## config.mk

```make
export PLATFORM = sky130hd
export DESIGN_NAME = scale_seq_gen
export DESIGN_NICKNAME = d
export VERILOG_FILES = /design/src/rtl/scale_seq_pkg.sv /design/src/rtl/scale_win_chan.sv /design/src/rtl/scale_seq_gen.sv
export SDC_FILE = /design/constraint.sdc
export NUM_CORES = 1
export LEC_CHECK = 0
export ABC_AREA = 1
export BUFFER_PORTS_ARGS = -buffer_cell sky130_fd_sc_hd__buf_2
export CAP_MARGIN = 20
export CORE_MARGIN = 4
export CORE_UTILIZATION = 36
export DETAILED_ROUTE_END_ITERATION = 16
export SKIP_LAST_GASP = 1
export SYNTH_ARGS = -nofsm -noshare
export SYNTH_HDL_FRONTEND = slang
export SYNTH_HIERARCHICAL = 1
export SYNTH_SLANG_ARGS = --single-unit
```

## constraint.sdc

```tcl
create_clock -name clk_sys -period 5.5 [get_ports clk_sys]
set_input_delay 1.1 -clock clk_sys [delete_from_list [all_inputs] [get_ports clk_sys]]
set_output_delay 1.1 -clock clk_sys [all_outputs]
set_load 0.02 [all_outputs]
```

## src/rtl/scale_seq_pkg.sv

```systemverilog
// Shared FSM type and register map for the NMR echo-train timing generator.
package scale_seq_pkg;

    typedef enum logic [1:0] {
        ST_IDLE = 2'd0,
        ST_ARM  = 2'd1,
        ST_RUN  = 2'd2,
        ST_DONE = 2'd3
    } seq_state_e;

    localparam int ADR_PERIOD  = 0;
    localparam int ADR_REPEAT  = 1;
    localparam int ADR_CTRL    = 2;
    localparam int ADR_CH_BASE = 4;

    localparam int CTRL_PN_ALT = 0;
    localparam int CTRL_CONT   = 1;
    localparam int CTRL_W      = 2;

endpackage

```

## src/rtl/scale_win_chan.sv

```systemverilog
// One timed output channel: holds the run's DELAY/WIDTH shadow and produces a registered window.
module scale_win_chan #(
    parameter int DW = 16
) (
    input  logic          clk_sys,
    input  logic          scalerst,
    input  logic          arm,
    input  logic          en,
    input  logic [DW-1:0] pc,
    input  logic [DW-1:0] dly_stage,
    input  logic [DW-1:0] wid_stage,
    output logic          win
);

    logic [DW-1:0] dly_sh_r;
    logic [DW-1:0] wid_sh_r;
    logic [DW-1:0] dly_s;
    logic [DW-1:0] wid_s;
    logic [DW:0]   end_s;
    logic          hit_s;

    // Window compare; during ARM the shadow is still loading, so use the staging values directly
    always_comb begin
        if (arm) begin
            dly_s = dly_stage;
            wid_s = wid_stage;
        end else begin
            dly_s = dly_sh_r;
            wid_s = wid_sh_r;
        end
        end_s = {1'b0, dly_s} + {1'b0, wid_s};
        hit_s = (pc >= dly_s) && ({1'b0, pc} < end_s);
    end

    // Shadow capture at ARM and registered window output
    always_ff @(posedge clk_sys or negedge scalerst) begin
        if (!scalerst) begin
            dly_sh_r <= {DW{1'b0}};
            wid_sh_r <= {DW{1'b0}};
            win      <= 1'b0;
        end else begin
            if (arm) begin
                dly_sh_r <= dly_stage;
                wid_sh_r <= wid_stage;
            end
            win <= en & hit_s;
        end
    end

endmodule

```

## src/rtl/scale_seq_gen.sv

```systemverilog
// N-channel pulse/acquisition timing generator: host register file, start/stop FSM,
// period and echo counters, phase alternation and per-channel window generators.
module scale_seq_gen
    import scale_seq_pkg::*;
#(
    parameter int NCH = 4,
    parameter int DW  = 16,
    parameter int AW  = 5
) (
    input  logic           clk_sys,
    input  logic           scalerst,
    input  logic           scaleload,
    input  logic [AW-1:0]  scalechoice,
    input  logic [DW-1:0]  scaledatain,
    input  logic           scalstart,
    input  logic           scalstop,
    input  logic           pn_change,
    output logic [NCH-1:0] chan_out,
    output logic           pn_out,
    output logic           period_tick,
    output logic [DW-1:0]  echo_num,
    output logic           busy,
    output logic           done,
    output logic           start_err
);

    seq_state_e        state_r;
    logic [DW-1:0]     period_st_r, repeat_st_r, period_sh_r, repeat_sh_r;
    logic [CTRL_W-1:0] ctrl_st_r, ctrl_sh_r;
    logic [DW-1:0]     dly_st_r [NCH];
    logic [DW-1:0]     wid_st_r [NCH];
    logic [DW-1:0]     pc_r, pc_nxt_s, echo_r;
    logic [DW:0]       echo_inc_s;
    logic              start_d_r, pn_init_r, pn_r, busy_r, done_r, tick_r, start_err_r;
    logic              start_edge_s, arm_s, period_end_s, finish_s, win_en_s;
    logic [NCH-1:0]    win_s;

    // Host-visible staging registers; writes are accepted in every state
    always_ff @(posedge clk_sys or negedge scalerst) begin
        if (!scalerst) begin
            period_st_r <= {DW{1'b0}};
            repeat_st_r <= {DW{1'b0}};
            ctrl_st_r   <= {CTRL_W{1'b0}};
            for (int k = 0; k < NCH; k++) begin
                dly_st_r[k] <= {DW{1'b0}};
                wid_st_r[k] <= {DW{1'b0}};
            end
        end else if (scaleload) begin
            if (scalechoice == AW'(ADR_PERIOD)) begin
                period_st_r <= scaledatain;
            end else if (scalechoice == AW'(ADR_REPEAT)) begin
                repeat_st_r <= scaledatain;
            end else if (scalechoice == AW'(ADR_CTRL)) begin
                ctrl_st_r <= scaledatain[CTRL_W-1:0];
            end else begin
                for (int k = 0; k < NCH; k++) begin
                    if (scalechoice == AW'(ADR_CH_BASE + 2 * k)) begin
                        dly_st_r[k] <= scaledatain;
                    end else if (scalechoice == AW'(ADR_CH_BASE + 2 * k + 1)) begin
                        wid_st_r[k] <= scaledatain;
                    end
                end
            end
        end
    end

    // Next-cycle counter value and whether the channel windows may be high next cycle
    always_comb begin
        start_edge_s = scalstart & ~start_d_r;
        arm_s        = (state_r == ST_ARM);
        period_end_s = (state_r == ST_RUN) && (pc_r == (period_sh_r - DW'(1)));
        echo_inc_s   = {1'b0, echo_r} + (DW+1)'(1);
        finish_s     = period_end_s && !ctrl_sh_r[CTRL_CONT] &&
                       (repeat_sh_r != {DW{1'b0}}) && (echo_inc_s == {1'b0, repeat_sh_r});
        if (arm_s || period_end_s) begin
            pc_nxt_s = {DW{1'b0}};
        end else begin
            pc_nxt_s = pc_r + DW'(1);
        end
        case (state_r)
            ST_ARM:  win_en_s = !scalstop;
            ST_RUN:  win_en_s = !scalstop && !finish_s;
            default: win_en_s = 1'b0;
        endcase
    end

    // Sequencer FSM with period/echo counters and phase logic; stop outranks period end
    always_ff @(posedge clk_sys or negedge scalerst) begin
        if (!scalerst) begin
            state_r     <= ST_IDLE;
            period_sh_r <= {DW{1'b0}};
            repeat_sh_r <= {DW{1'b0}};
            ctrl_sh_r   <= {CTRL_W{1'b0}};
            pc_r        <= {DW{1'b0}};
            echo_r      <= {DW{1'b0}};
            start_d_r   <= 1'b0;
            pn_init_r   <= 1'b0;
            pn_r        <= 1'b0;
            busy_r      <= 1'b0;
            done_r      <= 1'b0;
            tick_r      <= 1'b0;
            start_err_r <= 1'b0;
        end else begin
            start_d_r   <= scalstart;
            done_r      <= 1'b0;
            tick_r      <= 1'b0;
            start_err_r <= 1'b0;
            if (pn_change) begin
                pn_init_r <= ~pn_init_r;
            end
            case (state_r)
                ST_IDLE: begin
                    busy_r <= 1'b0;
                    if (start_edge_s) begin
                        if (period_st_r >= DW'(2)) begin
                            state_r <= ST_ARM;
                            busy_r  <= 1'b1;
                        end else begin
                            start_err_r <= 1'b1;
                        end
                    end
                end
                ST_ARM: begin
                    if (scalstop) begin
                        state_r <= ST_IDLE;
                        busy_r  <= 1'b0;
                        pn_r    <= 1'b0;
                        echo_r  <= {DW{1'b0}};
                    end else begin
                        period_sh_r <= period_st_r;
                        repeat_sh_r <= repeat_st_r;
                        ctrl_sh_r   <= ctrl_st_r;
                        pc_r        <= {DW{1'b0}};
                        echo_r      <= {DW{1'b0}};
                        pn_r        <= pn_init_r;
                        state_r     <= ST_RUN;
                    end
                end
                ST_RUN: begin
                    if (scalstop) begin
                        state_r <= ST_IDLE;
                        busy_r  <= 1'b0;
                        pn_r    <= 1'b0;
                        echo_r  <= {DW{1'b0}};
                    end else begin
                        pc_r   <= pc_nxt_s;
                        tick_r <= (pc_nxt_s == (period_sh_r - DW'(1)));
                        if (period_end_s) begin
                            if (echo_r != {DW{1'b1}}) begin
                                echo_r <= echo_r + DW'(1);
                            end
                            if (ctrl_sh_r[CTRL_PN_ALT]) begin
                                pn_r <= ~pn_r;
                            end
                            if (finish_s) begin
                                state_r <= ST_DONE;
                                busy_r  <= 1'b0;
                                done_r  <= 1'b1;
                            end
                        end
                    end
                end
                ST_DONE: begin
                    state_r <= ST_IDLE;
                    busy_r  <= 1'b0;
                end
                default: begin
                    state_r <= ST_IDLE;
                    busy_r  <= 1'b0;
                end
            endcase
        end
    end

    for (genvar k = 0; k < NCH; k++) begin : g_chan
        scale_win_chan #(.DW(DW)) u_win (
            .clk_sys   (clk_sys),
            .scalerst  (scalerst),
            .arm       (arm_s),
            .en        (win_en_s),
            .pc        (pc_nxt_s),
            .dly_stage (dly_st_r[k]),
            .wid_stage (wid_st_r[k]),
            .win       (win_s[k])
        );
    end

    assign chan_out    = win_s;
    assign pn_out      = pn_r;
    assign period_tick = tick_r;
    assign echo_num    = echo_r;
    assign busy        = busy_r;
    assign done        = done_r;
    assign start_err   = start_err_r;

endmodule

```

Word-level counts from Yosys, hierarchy flattened
Index checks and enable logic that the tools add are counted.
- add/sub/neg operators: 8
- bitwise operators: 16
- eq/ne operators: 26
- order comparisons: 9
- reductions and logical operators: 34
- mux-type cells: 45
- operators with widths (operator ; count):
    $mux W16 ; 14
    $add A16 B16 Y17 ; 4
    $lt A16 B17 Y1 ; 4
    $ge A16 B16 Y1 ; 4
    $pmux W16 S2 ; 2
    $add A16 B1 Y16 const B ; 2
    $eq A16 B16 Y1 ; 2
    $reduce_and A6 Y1 ; 4
    $eq A5 B3 Y1 const B ; 4
    $eq A5 B4 Y1 const B ; 4
    $reduce_and A5 Y1 ; 4
    $mux W1 ; 19
    $add A16 B1 Y17 const B ; 1
    $eq A17 B16 Y1 ; 1
    $ge A16 B2 Y1 const B ; 1
    $ne A16 B16 Y1 const B ; 1
    $reduce_bool A16 Y1 ; 1
    $sub A16 B1 Y16 const B ; 1
    $reduce_and A3 Y1 ; 5
    $mux W2 ; 6
    $not A1 Y1 ; 11
    $ne A2 B2 Y1 const B ; 5
    $logic_and A1 B1 Y1 ; 9
    $ne A3 B3 Y1 const B ; 3
    16 further kinds ; 26
- register bits after elaboration: 369
- logic and storage cells: 174
- output and inout bits: 25

Depth between registers and ports, before layout
Gate-level depths: netlist (run 1).
- word-level depth: 10
- depth in mapped cells: 31
- gate-level depth less buffers: 31

Cells and area by module
The synthesis (run 1) kept the hierarchy.
- modules (own cells, without submodules) (module ; cells each ; area an instance (µm²) ; instances):
    scale_seq_gen ; 1305 ; 10986.8 ; 1
    scale_win_chan at g_chan[1].u_win ... ; 346 ; 2778.9 ; 2
    scale_win_chan at g_chan[3].u_win ; 342 ; 2752.6 ; 1
    scale_win_chan at g_chan[0].u_win ; 338 ; 2736.4 ; 1

Least setup slack after synthesis (run 1)
OpenSTA, ideal clock, no wires.
- kind: flip-flop to flip-flop
- start point: reg state_r[1]
- end point: reg g_chan[0].u_win.win
- arrival time: 3.605 ns
- buffers on the path: 1
- setup slack: 1.823 ns
- library setup time: 0.071 ns
- period minus slack after synthesis: 3.677 ns
- cell stages (with the launch flop): 23
- cells stage by stage: dfrtp_1 -> inv_1 -> ha_1 -> clkbuf_1 -> mux2_2 -> ha_1 -> fa_1 -> nand3_1 -> nand2_2 -> nand3_2 -> o21ai_2 -> a31oi_1 -> xor2_1 -> ha_1 -> a21oi_1 -> nor2_1 -> a211oi_1 -> nand2_1 -> nand2_1 -> nand2_1 -> nand2_1 -> nand2_1 -> nor2_1
- RTL lines (item ; RTL line ; text):
    start: declaration ; scale_seq_gen.sv:27 ; seq_state_e state_r;
    start signal: assignment ; scale_seq_gen.sv:90 ; state_r <= ST_IDLE;
    start signal: assignment ; scale_seq_gen.sv:116 ; state_r <= ST_ARM;
    start signal: assignment ; scale_seq_gen.sv:125 ; state_r <= ST_IDLE;
    $eq A2 B1 Y1 * ; scale_seq_gen.sv:70 ; arm_s = (state_r == ST_ARM);
    net arm_s ; scale_seq_gen.sv:35 ; logic start_edge_s, arm_s, period_end_s, finish_s, win_en_s;
    $mux W16 * ; scale_win_chan.sv:24 ; if (arm) begin
    net g_chan[0].u_win.dly_s[0] ; scale_win_chan.sv:17 ; logic [DW-1:0] dly_s;
    $add A16 B16 Y17 ; scale_win_chan.sv:31 ; end_s = {1'b0, dly_s} + {1'b0, wid_s};
    $lt A16 B17 Y1 ; scale_win_chan.sv:32 ; hit_s = (pc >= dly_s) && ({1'b0, pc} < end_s);
    $logic_and A1 B1 Y1 * ; scale_win_chan.sv:32 ;
    $and A1 B1 Y1 * ; scale_win_chan.sv:46 ; win <= en & hit_s;
    end signal: assignment ; scale_win_chan.sv:46 ;
    end: declaration ; scale_win_chan.sv:12 ; output logic win
Mark *: on every way through the listed nets, which the timed path passes. The rest lies on a longest branch.
A chain may end at the register's enable or synchronous reset.

Worst setup path after layout (run 1)
- start point: reg period_sh_r[0]
- end point: reg g_chan[1].u_win.win
- RTL lines (item ; RTL line ; text):
    start: declaration ; scale_seq_gen.sv:28 ; logic [DW-1:0] period_st_r, repeat_st_r, period_sh_r, repeat_sh_r;
    start signal: assignment ; scale_seq_gen.sv:91 ; period_sh_r <= {DW{1'b0}};
    start signal: assignment ; scale_seq_gen.sv:130 ; period_sh_r <= period_st_r;
    $sub A16 B1 Y16 * ; scale_seq_gen.sv:71 ; period_end_s = (state_r == ST_RUN) && (pc_r == (period_sh_r - DW'(1)));
    $eq A16 B16 Y1 * ; scale_seq_gen.sv:71 ;
    $logic_and A1 B1 Y1 * ; scale_seq_gen.sv:71 ;
    $logic_or A1 B1 Y1 * ; scale_seq_gen.sv:75 ; if (arm_s || period_end_s) begin
    $mux W16 * ; scale_seq_gen.sv:75 ;
    net pc_nxt_s[1] ; scale_seq_gen.sv:32 ; logic [DW-1:0] pc_r, pc_nxt_s, echo_r;
    $lt A16 B17 Y1 or $ge A16 B16 Y1 (tied branches) ; scale_win_chan.sv:32 ;
    $logic_and A1 B1 Y1 * ; scale_win_chan.sv:32 ;
    $and A1 B1 Y1 * ; scale_win_chan.sv:46 ;
    end signal: assignment ; scale_win_chan.sv:46 ;
    end: declaration ; scale_win_chan.sv:12 ;
Marks and branches as above.

==> impl_metrics.json, run 1 <==
{
  "p_sw_uw": 6510,
  "core-area_um2": 60500,
  "vias": 17351,
  "clk_pin_slew_ps": 60,
  "netlist_area_um2": 22000,
  "synth_fp_nets": 2903,
  "p_clk_share_pct": 20.0,
  "detail_route.wirelength_um": 58100,
  "port_buffers": 51,
  "ys_seq_area_share_pct": 41.9,
  "io_pins": 52,
  "synth.most_common_cell": "nand2_1",
  "layout-drive-gt1-share_pct": 10.9,
  "clkSinkCount": 369,
  "synth_common_cells": "626 x nand2_1, 385 x inv_1, 369 x dfrtp_1, 265 x o21ai_0, 195 x ha_1",
  "maxSlewHeadroom_pct": 29.8,
  "place_congestion": 0.927,
  "grt_max_degree": 134,
  "fin_skew_ps": 19.3,
  "ir_worst_vdd_mv": 0.233,
  "critical_path.max_stage_delay_ps": 750,
  "tightest_slew_ps": 1050,
  "async_flop_share_pct": 100,
  "yosysTopAreaCellShare_pct": 41.9,
  "vias_per_cell": 4.89,
  "path_class": "reg -> reg",
  "cp_max_fo": 20,
  "rsz0062_at_grt": "false",
  "maxSlewViolCount": 0,
  "pwr-share-seq_pct": 26.2,
  "finalCritPeriodShare_pct": 79.9,
  "powerDensity_nw_per_um2": 598,
  "ant_nets": 0,
  "synth.area.top_cells": "dfrtp_1 42%, ha_1 11%, nand2_1 11%",
  "ctsHtreeMaxLevel": 2,
  "slowest_stage": "nor2_1",
  "path_buf_inv": 2,
  "hold_viol": 0,
  "nFillCells": 6057,
  "cp-start-kind": "flip-flop",
  "cpLargestDelayFamily": "simple AND/OR/NAND/NOR gates",
  "cp_common_cell": "nand2_1",
  "root_buffer": "clkbuf_16",
  "pwr-share-comb_pct": 53.9,
  "p_leak_uw": 0.0129,
  "yosys.area.top_type": "dfrtp_1",
  "num_rows": 90,
  "syn-instance-count": 2677,
  "grt_pass1_vias": 16873,
  "period_minus_slack_ps": 4390,
  "drtIter0Drc": 1272,
  "post_cts_resized": 0,
  "gr-usage-all-layers_pct": 17.8,
  "die_y_um": 255,
  "syn_avg_cell_area_um2": 8.23,
  "synth_warnings": 6,
  "initial_utilization_pct": 36.4,
  "yosys_most_used_dff": "dfrtp_1",
  "synth-seq-cells": 369,
  "crit_arrival_ps": 4860,
  "cp.required_ps": 5970,
  "status": "finished, final reports clean",
  "fp.dieW_um": 255,
  "p_int_uw": 8270,
  "clockBufferDepth": 3,
  "wl_per_cell_um": 16.4,
  "clock_latency_ps": 580,
  "stdcell_area_um2": 24700,
  "setup_viol": 0,
  "numCtsBuffers": 43,
  "maxCapViolations": 0,
  "antenna_found_initial": 4,
  "grt_pass1_wl_um": 93800,
  "dp_hpwl_um": 41700,
  "nNetsFinal": 2957,
  "dieArea_um2": 65200,
  "place_area_um2": 23300,
  "area.growth.synth_to_final_pct": 12.2,
  "max_freq_ghz": 0.228,
  "worstSetupEndpointType": "flip-flop",
  "cts_tree": "built",
  "hold_buffers": 0,
  "gr-total-overflow": 0,
  "drtPass1Iterations": 6,
  "synth-edff-count": 0,
  "drc_errors": 0,
  "setup_tns_ps": 0,
  "path_cells": "inv_2 -> ha_1 -> nand2_4 -> nor2_4 -> nand2_1 -> nand2_1 -> nand2_1 -> nand2_1 -> nor2_1 -> nand2_1 -> nor2_2 -> nand3_2 -> nand2_2 -> nor2_1 -> buf_4 -> ha_1 -> a21oi_1 -> o21ai_0 -> a21oi_1 -> o21ai_0 -> a21oi_1 -> nor2_1",
  "switching_share_pct": 44.0,
  "hold_class": "reg -> reg",
  "ys_types": 49,
  "post_cts_buffers": 0
}
-- cell type report --
| class | instances | area, um2 | area share (%) |
|---|---|---|---|
| diodes | 1 | 2.50 | 0.0101 |
| clock buffers | 58 | 1250 | 5.07 |
| clock inverters | 20 | 221 | 0.895 |
| inverters | 396 | 1490 | 6.01 |
| multi-input cells | 1845 | 11100 | 44.7 |
| flip-flops and latches | 369 | 9230 | 37.3 |
| well taps | 782 | 978 | 3.96 |
| repair buffers | 76 | 498 | 2.01 |
-- power groups by stage --
stage               registers (uW)  logic [uW]  clock network (uW)
finish                        3870        7970                2950
global placement              3890        7920                   0
CTS                           3870        8020                3040
global route                  3960        9220                3150
floorplan                     3810        6270                   0
detailed placement            3910        7980                   0
-- metrics by stage --
stage	util [%]	cells	worst slack [ps]	power [uW]	hold slack [ps]
after global routing	40.9	3547	771	16300	476
after CTS	40.9	3546	1190	14900	439
after floorplan	-	2677	1820	10100	410
after global placement	38.4	3467	1240	11800	416
after detailed placement	38.5	3468	1230	11900	425
final	40.9	3547	1110	14800	446
-- cell usage in the layout (no fill, tap or decap), types with 5 or more instances in the layout --
cell        instances
nor3_1             17
nand4_2             5
nor4_1             17
a31oi_1             5
o22ai_1            13
clkbuf_16          44
o21bai_1           11
nor2_1            148
o21ai_1            11
o21ai_2            11
dfrtp_1           369
o21a_1              5
inv_1             385
nor2_4              5
inv_2               6
nand2_1           625
nand2_2            16
o21ai_0           265
nand3_1           112
buf_2              50
clkbuf_8           10
nand3_2             5
nand4_1            29
nor2_2             10
xor2_1             51
o31ai_1            10
buf_4              22
ha_1              194
clkinvlp_4          8
mux2_2             77
clkinv_1            5
xnor2_1            31
a21oi_1           132
-- routing by layer --
metal	track usage, %	part of all wire (%)	wire, um	vias up
li1	-	-	-	8813
met1	24.1	46	26900	8117
met2	29.3	46	26800	333
met3	3.17	4.7	2740	86
met4	5.45	2.8	1610	2
met5	0	0.022	13	-
-- logic make-up after synthesis --
group	synth area share, %
AOI/OAI and AO/OA	12.1
buffers and inverters	8.00
and+or+nand+nor	19.3
adders and majority gates	11.4
muxes	3.94
xor gates and xnor gates	3.26
DFF	41.9
-- worst register-to-register path: cells and delay by family (launching register included) --
family,cells,cell delay [ps]
compound gates,5,720
simple gates,13,2150
flops,1,410
fa+ha+maj,2,570
buf+inv,2,450
-- final timing paths --
kind                                            end  cells after the start  slack, ps            from
max in group asynchronous              ctrl_st_r[1]                      2       3820        scalerst
worst min register to register            start_err                      1        450       start_d_r
worst max register to register  g_chan[1].u_win/win                     22       1110  period_sh_r[0]
worst max-delay path            g_chan[1].u_win/win                     22       1110  period_sh_r[0]
worst min-delay path                      start_err                      1        450       start_d_r
min in group asynchronous              wid_st_r[25]                      1        510        scalerst
-- sequential cells by signal, summed over array words and instances (netlist names), 2 cells and up --
signal / cells
ctrl_sh_r: 2
wid_st_r: 64
period_sh_r: 16
repeat_sh_r: 16
dly_st_r: 64
g_chan.u_win/wid_sh_r: 64
ctrl_st_r: 2
period_st_r: 16
state_r: 2
repeat_st_r: 16
g_chan.u_win/win: 4
echo_num: 16
pc_r: 16
g_chan.u_win/dly_sh_r: 64
No activity file was read; power rests on OpenSTA's default activity.
==> run 2: changes to the inputs <==
--- a/config.mk
+++ b/config.mk
@@ -5,7 +5,7 @@
 export SDC_FILE = /design/constraint.sdc
 export NUM_CORES = 1
 export LEC_CHECK = 0
-export ABC_AREA = 1
+export ABC_AREA = 0
 export BUFFER_PORTS_ARGS = -buffer_cell sky130_fd_sc_hd__buf_2
 export CAP_MARGIN = 20
 export CORE_MARGIN = 4
==> constraint.sdc (replaced) <==
create_clock -name clk_sys -period 4.2 [get_ports clk_sys]
set_input_delay 0.84 -clock clk_sys [delete_from_list [all_inputs] [get_ports clk_sys]]
set_output_delay 0.84 -clock clk_sys [all_outputs]
set_load 0.02 [all_outputs]
==> impl_metrics.json, run 2 <==
{
  "p_sw_uw": 8870,
  "syn-instance-count": 1973,
  "clkSinkCount": 369,
  "nNetsFinal": 2484,
  "finalCritPeriodShare_pct": 102,
  "cp.required_ps": 4710,
  "syn_avg_cell_area_um2": 11.2,
  "yosys.area.top_type": "dfrtp_1",
  "critical_path.max_stage_delay_ps": 600,
  "place_area_um2": 25100,
  "powerDensity_nw_per_um2": 818,
  "tightest_slew_ps": 1180,
  "fin_ws_ps": -89.9,
  "switching_share_pct": 39.7,
  "drtIter0Drc": 1014,
  "maxCapViolations": 0,
  "vias_per_cell": 5.40,
  "grt_pass1_vias": 17146,
  "async_flop_share_pct": 100,
  "synth-edff-count": 0,
  "hold_buffers": 0,
  "io_pins": 52,
  "cpLargestDelayFamily": "simple AND/OR/NAND/NOR gates",
  "die_y_um": 255,
  "crit_arrival_ps": 4800,
  "power.total_uw": 22300,
  "synth_common_cells": "369 x dfrtp_1, 262 x mux2_2, 195 x ha_1, 97 x inv_1, 94 x a21oi_1",
  "area.growth.synth_to_final_pct": 24.1,
  "grt_pass1_wl_um": 99700,
  "p_int_uw": 13400,
  "path_buf_inv": 6,
  "p_leak_uw": 0.0132,
  "synth_fp_nets": 2199,
  "synth.area.top_cells": "dfrtp_1 42%, mux2_2 13%, ha_1 11%",
  "stdcell_area_um2": 27300,
  "drtPass1Iterations": 5,
  "violations": "setup timing",
  "ctsHtreeMaxLevel": 2,
  "place_congestion": 0.947,
  "status": "finished, violations left",
  "slowest_stage": "or4_4",
  "synth_warnings": 6,
  "reg2reg_from": "period_sh_r[3]",
  "synth-seq-cells": 369,
  "fin_skew_ps": 19.1,
  "maxSlewHeadroom_pct": 21.0,
  "wl_per_cell_um": 20.9,
  "detail_route.wirelength_um": 64300,
  "worstRegToRegCells": 20,
  "cp_max_fo": 6,
  "maxSlewViolCount": 0,
  "core-area_um2": 60500,
  "setup_tns_ps": -212,
  "synth.most_common_cell": "dfrtp_1",
  "timing.reg2reg.setup_slack_ps": -90,
  "path_cells": "or4_4 -> buf_12 -> o41ai_4 -> buf_4 -> a22o_4 -> o211ai_1 -> nor4_4 -> or2_4 -> buf_12 -> nor2_4 -> buf_6 -> buf_6 -> buf_4 -> ha_1 -> nand4_1 -> o21ai_0 -> a31oi_1 -> o31a_1 -> o21ai_0 -> o311a_1",
  "pwr-share-seq_pct": 22.6,
  "p_clk_share_pct": 18.8,
  "numCtsBuffers": 44,
  "layout-drive-gt1-share_pct": 34.3,
  "root_buffer": "clkbuf_16",
  "gr-usage-all-layers_pct": 19.7,
  "initial_utilization_pct": 36.4,
  "yosysTopAreaCellShare_pct": 42.0,
  "antenna_found_initial": 5,
  "ant_nets": 0,
  "final_common_cell": "dfrtp_1",
  "dp_hpwl_um": 48000,
  "fp.dieW_um": 255,
  "ys_types": 94,
  "drc_errors": 0,
  "worstSetupEndpointType": "flip-flop",
  "netlist_area_um2": 22000,
  "clock_latency_ps": 570,
  "nFillCells": 5546,
  "final_cell_mix": "369 x dfrtp_1, 262 x mux2_2, 252 x buf_4",
  "grt_max_degree": 111,
  "ir_worst_vdd_mv": 0.392,
  "utilization_pct": 45.2,
  "cp-start-kind": "flip-flop",
  "clockBufferDepth": 3,
  "hold_class": "in -> async",
  "max_freq_ghz": 0.233,
  "dieArea_um2": 65200,
  "port_buffers": 51,
  "rsz0062_at_grt": "true",
  "yosys_most_used_dff": "dfrtp_1",
  "num_rows": 90,
  "vias": 16617,
  "ys_seq_area_share_pct": 42.0,
  "period_minus_slack_ps": 4290,
  "timing.rr.end": "g_chan[2].u_win/win",
  "clk_pin_slew_ps": 60,
  "path_class": "reg -> reg",
  "gr-total-overflow": 0,
  "setup_viol": 4,
  "pwr-share-comb_pct": 58.6,
  "crit_start": "period_sh_r[3]",
  "cts_tree": "built",
  "hold_viol": 0
}
run 2: cell count changes after synthesis, sizes merged, moves of 32 or more:
cell / delta
a21o: +43
a21oi: -33
buf: +32
inv: -294
mux2: +185
mux2i: +60
nand2: -559
nand3: -71
nor2: -95
o21ai: -200
run 2: routing by layer:
layer,wire length (um),track usage [%],vias to the layer above
li1,-,-,7811
met1,29700,27.1,8316
met2,29600,32.0,374
met3,2680,2.54,116
met4,2330,6.98,0
met5,0,0,-
run 2: final cells by class:
type / instances / area, um2 / share of cell area, %
well taps: 782 / 978 / 3.58
repair buffers: 323 / 2530 / 9.28
inverters: 97 / 364 / 1.33
multi-input cells: 1423 / 12600 / 46.1
clock buffers: 62 / 1300 / 4.77
clock inverters: 18 / 312 / 1.14
diodes: 1 / 2.50 / 0.00917
flip-flops and latches: 369 / 9230 / 33.8
run 2: how the worst max path moves through the flow:
stage                     endpoint  slack (ps)  cells past startpoint
6_report       g_chan[2].u_win/win         -90                     20
5_1_grt        g_chan[1].u_win/win        -260                     16
4_1_cts        g_chan[1].u_win/win         -60                     16
3_5_place_dp   g_chan[2].u_win/win        -310                     17
3_3_place_gp   g_chan[0].u_win/win        -230                     15
2_1_floorplan  g_chan[1].u_win/win         -30                     18
run 2: logic make-up after synthesis:
kind of cell             Yosys count  share of synthesized area [%]
flip-flops                       369                           42.0
multiplexers                     322                           16.1
AO/OA/AOI/OAI                    393                           12.3
XOR/XNOR                         124                           5.12
buffers and inverters            181                           3.27
AND/OR/NAND/NOR                  385                           9.81
adder cells (fa/ha/maj)          199                           11.5
run 2: power by group through the flow:
stage,Clock (uW),Sequential [uW],Combinational (uW)
3_3_place_gp,0,5040,12000
2_1_floorplan,0,4930,7970
4_1_cts,4300,5030,12700
3_5_place_dp,0,5090,12200
5_1_grt,4450,5140,14400
6_report,4190,5040,13100
run 2: through the flow:
step	worst slack [ps]	cells	hold slack (ps)
after floorplan	-29.2	1973	400
after global placement	-231	2973	421
after detailed placement	-309	2974	416
after CTS	-63.5	3065	370
after global routing	-261	3075	397
final	-89.9	3075	344
run 2: repair_timing:
action	4_1_cts	5_1_grt
buffers inserted	11	10
gates cloned	1	0
pin swaps	15	25
endpoints found under the setup margin	4	4
resized for setup	30	45
==> run 3: changes to the inputs <==
--- a/config.mk
+++ b/config.mk
@@ -8,9 +8,12 @@
 export ABC_AREA = 0
 export BUFFER_PORTS_ARGS = -buffer_cell sky130_fd_sc_hd__buf_2
 export CAP_MARGIN = 20
+export CELL_PAD_IN_SITES_DETAIL_PLACEMENT = 0
+export CELL_PAD_IN_SITES_GLOBAL_PLACEMENT = 1
 export CORE_MARGIN = 4
 export CORE_UTILIZATION = 36
 export DETAILED_ROUTE_END_ITERATION = 16
+export PLACE_DENSITY_LB_ADDON = 0.1
 export SKIP_LAST_GASP = 1
 export SYNTH_ARGS = -nofsm -noshare
 export SYNTH_HDL_FRONTEND = slang
==> impl_metrics.json, run 3 (same netlist as run 2, synthesis figures left out) <==
{
  "status": "finished, violations left",
  "violations": "setup timing",
  "final_cell_mix": "369 x dfrtp_1, 285 x buf_4, 260 x mux2_2",
  "critical_path.max_stage_delay_ps": 570,
  "clock_latency_ps": 570,
  "p_leak_uw": 0.0134,
  "hold_buffers": 0,
  "path_class": "reg -> reg",
  "num_rows": 90,
  "maxSlewViolCount": 0,
  "slowest_stage": "or4_4",
  "cp_common_cell": "a221oi_2",
  "dieArea_um2": 65200,
  "hold_viol": 0,
  "clkSinkCount": 369,
  "antenna_found_initial": 3,
  "nFillCells": 5668,
  "ir_worst_vdd_mv": 0.503,
  "cp_max_fo": 7,
  "p_int_uw": 13600,
  "vias_per_cell": 5.29,
  "numCtsBuffers": 45,
  "p_sw_uw": 9050,
  "fin_skew_ps": 22.1,
  "nNetsFinal": 2528,
  "dp_hpwl_um": 49800,
  "worstSetupEndpointType": "flip-flop",
  "clk_pin_slew_ps": 60,
  "fin_ws_ps": -82.0,
  "vias": 16505,
  "initial_utilization_pct": 36.4,
  "crit_arrival_ps": 4790,
  "switching_share_pct": 40.0,
  "place_congestion": 0.878,
  "setup_tns_ps": -153,
  "rsz0062_at_grt": "true",
  "gr-total-overflow": 0,
  "path_cells": "or4_4 -> nor4b_4 -> xnor2_1 -> or4b_4 -> nor4_4 -> or2_4 -> buf_12 -> buf_4 -> nor2_4 -> ha_4 -> and4_4 -> a221oi_2 -> a21oi_1 -> a211o_1 -> a221oi_2 -> o311a_1",
  "final_common_cell": "dfrtp_1",
  "maxSlewHeadroom_pct": 27.1,
  "clockBufferDepth": 3,
  "grt.busiest_layer": "met2",
  "use_met3_pct": 2.88,
  "root_buffer": "clkbuf_16",
  "die_y_um": 255,
  "drtPass1Iterations": 4,
  "pwr-share-seq_pct": 22.3,
  "area.growth.synth_to_final_pct": 26.4,
  "drtIter0Drc": 836,
  "stdcell_area_um2": 27800,
  "io_pins": 52,
  "place_area_um2": 25400,
  "cp.required_ps": 4710,
  "hold_class": "in -> async",
  "layout-drive-gt1-share_pct": 36.2,
  "ant_nets": 0,
  "grt_pass1_wl_um": 104000,
  "cpLargestDelayFamily": "simple AND/OR/NAND/NOR gates",
  "p_clk_share_pct": 17.6,
  "port_buffers": 51,
  "path_buf_inv": 2,
  "setup_viol": 3,
  "grt_util_met2_pct": 34.4,
  "max_freq_ghz": 0.234,
  "grt_pass1_vias": 17458,
  "drc_errors": 0,
  "fp.dieW_um": 255,
  "ctsHtreeMaxLevel": 2,
  "use_met1_pct": 29.2,
  "gr-usage-all-layers_pct": 21.0,
  "cp-start-kind": "flip-flop",
  "cts_tree": "built",
  "tightest_slew_ps": 1090,
  "pwr-share-comb_pct": 60.2,
  "whs_ps": 341,
  "detail_route.wirelength_um": 68000,
  "core-area_um2": 60500,
  "period_minus_slack_ps": 4280,
  "maxCapViolations": 0,
  "wl_per_cell_um": 21.8,
  "powerDensity_nw_per_um2": 814,
  "finalCritPeriodShare_pct": 102,
  "power.total_uw": 22600,
  "grt_max_degree": 93
}
-- run 3: layer usage --
layer | part of all wire, % | vias to the layer above
li1 | - | 7923
met1 | 47 | 8239
met2 | 46 | 250
met3 | 3.6 | 93
met4 | 2.8 | 0
met5 | 0 | -
-- run 3: area by class of cell --
class | count | area (um2) | share of cell area, %
multi-input combinational | 1423 | 12800 | 45.8
timing repair buffer | 366 | 2970 | 10.7
inverter | 97 | 364 | 1.31
clock inverter | 20 | 235 | 0.846
clock buffer | 62 | 1280 | 4.61
sequential | 369 | 9230 | 33.2
tap | 782 | 978 | 3.52
antenna | 3 | 7.51 | 0.0270
-- run 3: final timing paths --
path	from	slack, ps	depth (start not counted)	to
setup / recovery	period_sh_r[5]	-80	16	g_chan[1].u_win/win
hold / removal	scalerst	340	1	period_sh_r[8]
setup reg to reg	period_sh_r[5]	-80	16	g_chan[1].u_win/win
hold reg to reg	start_d_r	430	1	start_err
max in group asynchronous	scalerst	2920	2	g_chan[2].u_win/wid_sh_r[9]
min in group clk_sys	scalstart	420	1	start_d_r
-- run 3: power by group through the flow --
| stage | combinational [uW] | sequential [uW] | clock [uW] |
|---|---|---|---|
| 2_1_floorplan | 7970 | 4930 | 0 |
| 3_3_place_gp | 12400 | 5060 | 0 |
| 3_5_place_dp | 12500 | 5090 | 0 |
| 4_1_cts | 13200 | 5040 | 4120 |
| 5_1_grt | 15000 | 5150 | 4270 |
| 6_report | 13600 | 5040 | 3970 |
-- run 3: what timing repair did --
item | CTS | global route
buffers inserted | 16 | 11
setup endpoints to repair | 4 | 4
gates resized for setup | 72 | 50
gates cloned | 1 | 1
pin swaps | 36 | 32
-- run 3: through the flow --
| stage | setup slack [ps] | instances | util, % |
|---|---|---|---|
| 6_report | -82.0 | 3122 | 46.0 |
| 5_1_grt | -213 | 3119 | 46.0 |
| 4_1_cts | -3.79 | 3108 | 45.4 |
| 3_5_place_dp | -272 | 3009 | 42.1 |
| 3_3_place_gp | -230 | 3008 | 42.0 |
| 2_1_floorplan | -29.2 | 1973 | - |
